--- config.mk ---
export PLATFORM = sky130hd
export DESIGN_NAME = seg7_bcd_scan
export DESIGN_NICKNAME = d
export VERILOG_FILES = /design/src/rtl/seg7_pkg.sv /design/src/rtl/bcd_to_seg7.sv /design/src/rtl/seg7_bcd_scan.sv
export SDC_FILE = /design/constraint.sdc
export NUM_CORES = 1
export LEC_CHECK = 0
export BUFFER_PORTS_ARGS = -buffer_cell sky130_fd_sc_hd__buf_4
export CORE_ASPECT_RATIO = 1.75
export CORE_UTILIZATION = 51
export CTS_CLUSTER_SIZE = 24
export DETAILED_ROUTE_END_ITERATION = 10
export PLACE_DENSITY = 0.68
export SLEW_MARGIN = 40
export SYNTH_ARGS = -nofsm -noshare
export SYNTH_HDL_FRONTEND = slang
export SYNTH_SLANG_ARGS = --single-unit
--- constraint.sdc ---
create_clock -name clk -period 4.2 [get_ports clk]
set_input_delay 0.42 -clock clk [delete_from_list [all_inputs] [get_ports clk]]
set_output_delay 0.42 -clock clk [all_outputs]
set_load 0.01 [all_outputs]
--- src/rtl/seg7_pkg.sv ---
// Shared constants for the Basys3 seven-segment scan driver.
package seg7_pkg;

  localparam int unsigned DIV_DEFAULT = 100000;

  localparam logic [3:0] AN_OFF = 4'b1111;

  // Active-low glyphs, bit order {g,f,e,d,c,b,a}
  localparam logic [6:0] SEG_0    = 7'b1000000;
  localparam logic [6:0] SEG_1    = 7'b1111001;
  localparam logic [6:0] SEG_2    = 7'b0100100;
  localparam logic [6:0] SEG_3    = 7'b0110000;
  localparam logic [6:0] SEG_4    = 7'b0011001;
  localparam logic [6:0] SEG_5    = 7'b0010010;
  localparam logic [6:0] SEG_6    = 7'b0000010;
  localparam logic [6:0] SEG_7    = 7'b1111000;
  localparam logic [6:0] SEG_8    = 7'b0000000;
  localparam logic [6:0] SEG_9    = 7'b0010000;
  localparam logic [6:0] SEG_DASH = 7'b0111111;
  localparam logic [6:0] SEG_OFF  = 7'b1111111;

  // One display frame: four BCD digits plus per-digit decimal-point requests
  typedef struct packed {
    logic [15:0] bcd;
    logic [3:0]  dp;
  } disp_word_t;

endpackage

--- src/rtl/bcd_to_seg7.sv ---
// Combinational BCD nibble to active-low seven-segment glyph; 10..15 show a dash.
module bcd_to_seg7
  import seg7_pkg::*;
(
  input  logic [3:0] nibble,
  output logic [6:0] seg
);

  // Glyph lookup
  always_comb begin
    seg = SEG_DASH;
    case (nibble)
      4'd0:    seg = SEG_0;
      4'd1:    seg = SEG_1;
      4'd2:    seg = SEG_2;
      4'd3:    seg = SEG_3;
      4'd4:    seg = SEG_4;
      4'd5:    seg = SEG_5;
      4'd6:    seg = SEG_6;
      4'd7:    seg = SEG_7;
      4'd8:    seg = SEG_8;
      4'd9:    seg = SEG_9;
      default: seg = SEG_DASH;
    endcase
  end

endmodule

--- src/rtl/seg7_bcd_scan.sv ---
// Four-digit multiplexed seven-segment driver with frame-synchronous update,
// leading-zero blanking and a one-cycle anode guard between digits.
module seg7_bcd_scan
  import seg7_pkg::*;
#(
  parameter int unsigned DIV = DIV_DEFAULT
) (
  input  logic        clk,
  input  logic        rst,
  input  logic [15:0] bcd,
  input  logic        load,
  input  logic        blank_lz,
  input  logic [3:0]  dp_in,
  output logic [3:0]  an,
  output logic [6:0]  seg,
  output logic        dp,
  output logic        frame
);

  localparam int unsigned     PW        = $clog2(DIV);
  localparam logic [PW-1:0]   PCNT_LAST = PW'(DIV - 1);

  logic [PW-1:0] pcnt;
  logic [1:0]    idx;
  logic          pend;
  disp_word_t    pend_word;
  disp_word_t    disp_word;

  logic          tick;
  logic          commit;
  logic [1:0]    idx_nxt;
  disp_word_t    disp_nxt;
  logic [3:0]    nib;
  logic [6:0]    glyph;
  logic          dp_req;
  logic          lz_zero;
  logic          blanked;
  logic [3:0]    an_sel;

  assign tick   = (pcnt == PCNT_LAST);
  assign commit = tick && (idx == 2'd3) && pend;

  // Output registers are fed from the post-edge digit and display word so
  // the new digit's glyph is already present during the guard cycle.
  always_comb begin
    idx_nxt  = tick ? idx + 2'd1 : idx;
    disp_nxt = commit ? pend_word : disp_word;
    nib      = disp_nxt.bcd[{idx_nxt, 2'b00} +: 4];
    dp_req   = disp_nxt.dp[idx_nxt];
    an_sel   = ~(4'b0001 << idx_nxt);
  end

  // Leading-zero detection for the selected digit; digit 0 always shows
  always_comb begin
    lz_zero = 1'b0;
    case (idx_nxt)
      2'd3: lz_zero = (disp_nxt.bcd[15:12] == 4'd0);
      2'd2: lz_zero = (disp_nxt.bcd[15:8]  == 8'd0);
      2'd1: lz_zero = (disp_nxt.bcd[15:4]  == 12'd0);
      default: lz_zero = 1'b0;
    endcase
    blanked = blank_lz && lz_zero;
  end

  bcd_to_seg7 u_dec (
    .nibble (nib),
    .seg    (glyph)
  );

  // Refresh prescaler and digit index
  always_ff @(posedge clk) begin
    if (rst) begin
      pcnt <= '0;
      idx  <= '0;
    end else begin
      pcnt <= tick ? '0 : pcnt + PW'(1);
      idx  <= idx_nxt;
    end
  end

  // Pending capture and frame-boundary commit; a load coinciding with the
  // commit lands in pending while the commit takes the older value.
  always_ff @(posedge clk) begin
    if (rst) begin
      pend      <= 1'b0;
      pend_word <= '0;
      disp_word <= '0;
    end else begin
      disp_word <= disp_nxt;
      if (load) begin
        pend_word <= '{bcd: bcd, dp: dp_in};
        pend      <= 1'b1;
      end else if (commit) begin
        pend      <= 1'b0;
      end
    end
  end

  // Registered active-low drives and frame strobe
  always_ff @(posedge clk) begin
    if (rst) begin
      an    <= AN_OFF;
      seg   <= SEG_OFF;
      dp    <= 1'b1;
      frame <= 1'b0;
    end else begin
      frame <= commit;
      if (blanked) begin
        an  <= AN_OFF;
        seg <= SEG_OFF;
        dp  <= 1'b1;
      end else begin
        an  <= tick ? AN_OFF : an_sel;
        seg <= glyph;
        dp  <= ~dp_req;
      end
    end
  end

endmodule

==> metrics.cfg <==
[yosys]
synth_seq_cells=73
async_flop_share_pct=0
syn_avg_cell_area_um2=8.89
synth_cells=395
synth_area_leaders=dfxtp_1, mux2i_1, nor2_1, nand2_1, a21oi_1
synth_cell_types=55
synth_top_area_share_pct=41.6
synth-edff-count=0
synth_common_cells=dfxtp_1, nor2_1, nand2_1
syn-num-nets=426
synth_area_um2=3510
ys_dominant_reg_cell=dfxtp_1
yosysTopAreaCell=dfxtp_1
synth_most_common_cell=dfxtp_1
yosys_warnings=0
yosysSeqAreaShare_pct=41.6

[setup_path]
crit_fanout=16
rr_startpoint=idx[1]$_SDFF_PP0_
rrSetupSlack_ns=0.87
crit_type=reg2reg
rr_worst_depth=9
critPathLaunchType=flop
endpoint_kind=flop
required_ns=4.44
arrival_ns=3.57
rr_endpoint=seg[3]$_SDFF_PP1_

[global_routing]
grt_max_degree=49
track_usage_pct=23.1
grt-ovfl-total=0
grt_pass1_wl_um=13000
grt_pass1_vias=2825
antenna_found_initial=0

[floorplanning]
io_pins=37
die-area_um2=7230
initial_utilization_pct=53.3
rows=39
core_area_um2=6590
fp.dieW_um=64.7
die_h_um=112

[clocking]
postCtsSetupBuffers=0
ctsResizeCount=0
cts-root-buf=clkbuf_16
ctsHoldBuffers=0
clock_latency_ns=0.34
cts_buffers=9
cts_max_path_buffers=2
cts_tree=built
htreeDepth=3
clk_pin_slew_ns=0.05
cts_num_sinks=73

[timing]
fin_ws_ns=0.870
setup_violations=0
fin_crit_sh_pct=79.3
fmax_mhz=300
setup-tns-final_ns=0
final-hold-violation-count=0
period_needed_ns=3.33
slew_viol_final=0
relSlewSlack_pct=57.7
skew_ns=0.00801
worstMarginPinSlew_ns=0.635
rsz0062_at_grt=no

[routing]
drtIter0Drc=104
vias=2914
ant_nets=0
drc=0
drt_wl_total_um=7700
first_pass_iters=4
vias_per_cell=5.77
avgRoutedWirePerCell_um=15.2

[run]
cap_violations=0

[final_layout]
finalNonFillerCells=505
diodes=0
drive_gt1_share_pct=16.8
area_delta_synth_final_pct=14.8
num-nets-final=449

[placed_design]
pre_cts_slack_ns=0.917
gp_congestion=0.890
portBuffers=36
place_inst=489
post-dp-hpwl_um=5490

[run_status]
status=finished, final reports clean

[hold_path]
hold_start=dp_in[1]
worst_hold_path_type=in2reg
worstHoldEndpoint=pend_word[1]$_SDFFE_PP0P_
hold_depth=3

[pwr]
power.leakage_nw=1.65
p_per_area_nw_per_um2=371
vdd_drop_max_v=0.000275

[layer usage]
metal  GRT usage, %  part of all wire (%)  vias up
li1               -                     -     1442
met1           25.6                    42     1398
met2           40.3                    51       56
met3           4.92                   3.3       18
met4           11.7                   3.3        0
met5              0                     0        -
[worst max-delay path: stages, from the launching register on]
cell,delay (ns)
dfxtp_1,0.71
ha_1,0.50
nand2_1,0.45
o21ai_0,0.39
nand4_1,0.14
and4_1,0.27
inv_1,0.12
ha_1,0.25
nor3b_1,0.14
o31ai_1,0.25
[how the worst max path moves through the flow]
stage / cells after the start / slack, ns / end / from
after floorplan: 11 / 1.58 / seg[3]$_SDFF_PP1_ / pcnt[0]$_SDFF_PP0_
after detailed placement: 9 / 0.92 / seg[3]$_SDFF_PP1_ / idx[1]$_SDFF_PP0_
final: 9 / 0.87 / seg[3]$_SDFF_PP1_ / idx[1]$_SDFF_PP0_
after global routing: 9 / 0.61 / seg[3]$_SDFF_PP1_ / idx[1]$_SDFF_PP0_
after global placement: 9 / 1.0 / seg[3]$_SDFF_PP1_ / idx[1]$_SDFF_PP0_
after CTS: 9 / 0.90 / seg[3]$_SDFF_PP1_ / idx[1]$_SDFF_PP0_
[registers in the layout, indices dropped and copies added (netlist names)]
| name | cells |
|---|---|
| an | 4 |
| disp_word | 20 |
| dp | 1 |
| frame | 1 |
| idx | 2 |
| pcnt | 17 |
| pend | 1 |
| pend_word | 20 |
| seg | 7 |
[layout by cell type (no fill, tap or decap), types with 3 or more instances in the layout]
master	count
nand3_1	15
mux4_2	3
xnor2_1	4
or3_1	3
nor3_1	9
nor2_1	49
xor2_1	11
clkbuf_16	9
mux2i_1	33
nand4_1	12
o311ai_0	3
nor4_1	5
o31ai_1	4
and3_1	3
dfxtp_1	73
a21oi_1	28
and4_1	3
inv_1	6
a211o_1	3
clkinv_2	3
nand2_1	44
buf_4	40
ha_1	7
mux2_2	3
o21ai_0	12
[cell type report]
type	instances	area, um2
tap	82	103
inverter	7	26.3
multi-input combinational	287	1860
timing repair buffer	40	300
fill	609	2560
clock inverter	3	15.0
clock buffer	13	260
sequential	73	1460
[kinds of logic (layout without fill, tap and decap cells)]
group           count (synthesis)  in the layout  share of synthesized area (%)
buf+inv                        35             63                           5.31
fa+ha+maj                       7              7                           2.50
flops                          73             73                           41.6
mux                            39             39                           12.3
xor+xnor                       15             15                           3.74
simple gates                  160            160                           22.8
compound gates                 66             66                           11.7
[per-stage QoR]
stage                     util, %  hold slack (ns)  instance area, um2  total power, W
final                        61.2            0.318                4030         0.00149
after global routing         61.2            0.316                4030         0.00155
after CTS                    61.2            0.315                4030         0.00151
after detailed placement     57.0            0.450                3750        0.000812
after global placement       57.0            0.444                3750        0.000810
after floorplan                 -            0.430                3510        0.000778
[report_power, final]
group	internal [W]	switching, W	leakage (nW)
Combinational	0.0000359	0.0000322	0.915
Clock	0.000429	0.000268	0.139
Sequential	0.000711	0.0000174	0.596
Total	0.00118	0.000318	1.65
Note: power is estimated with default switching activity, not from simulation.
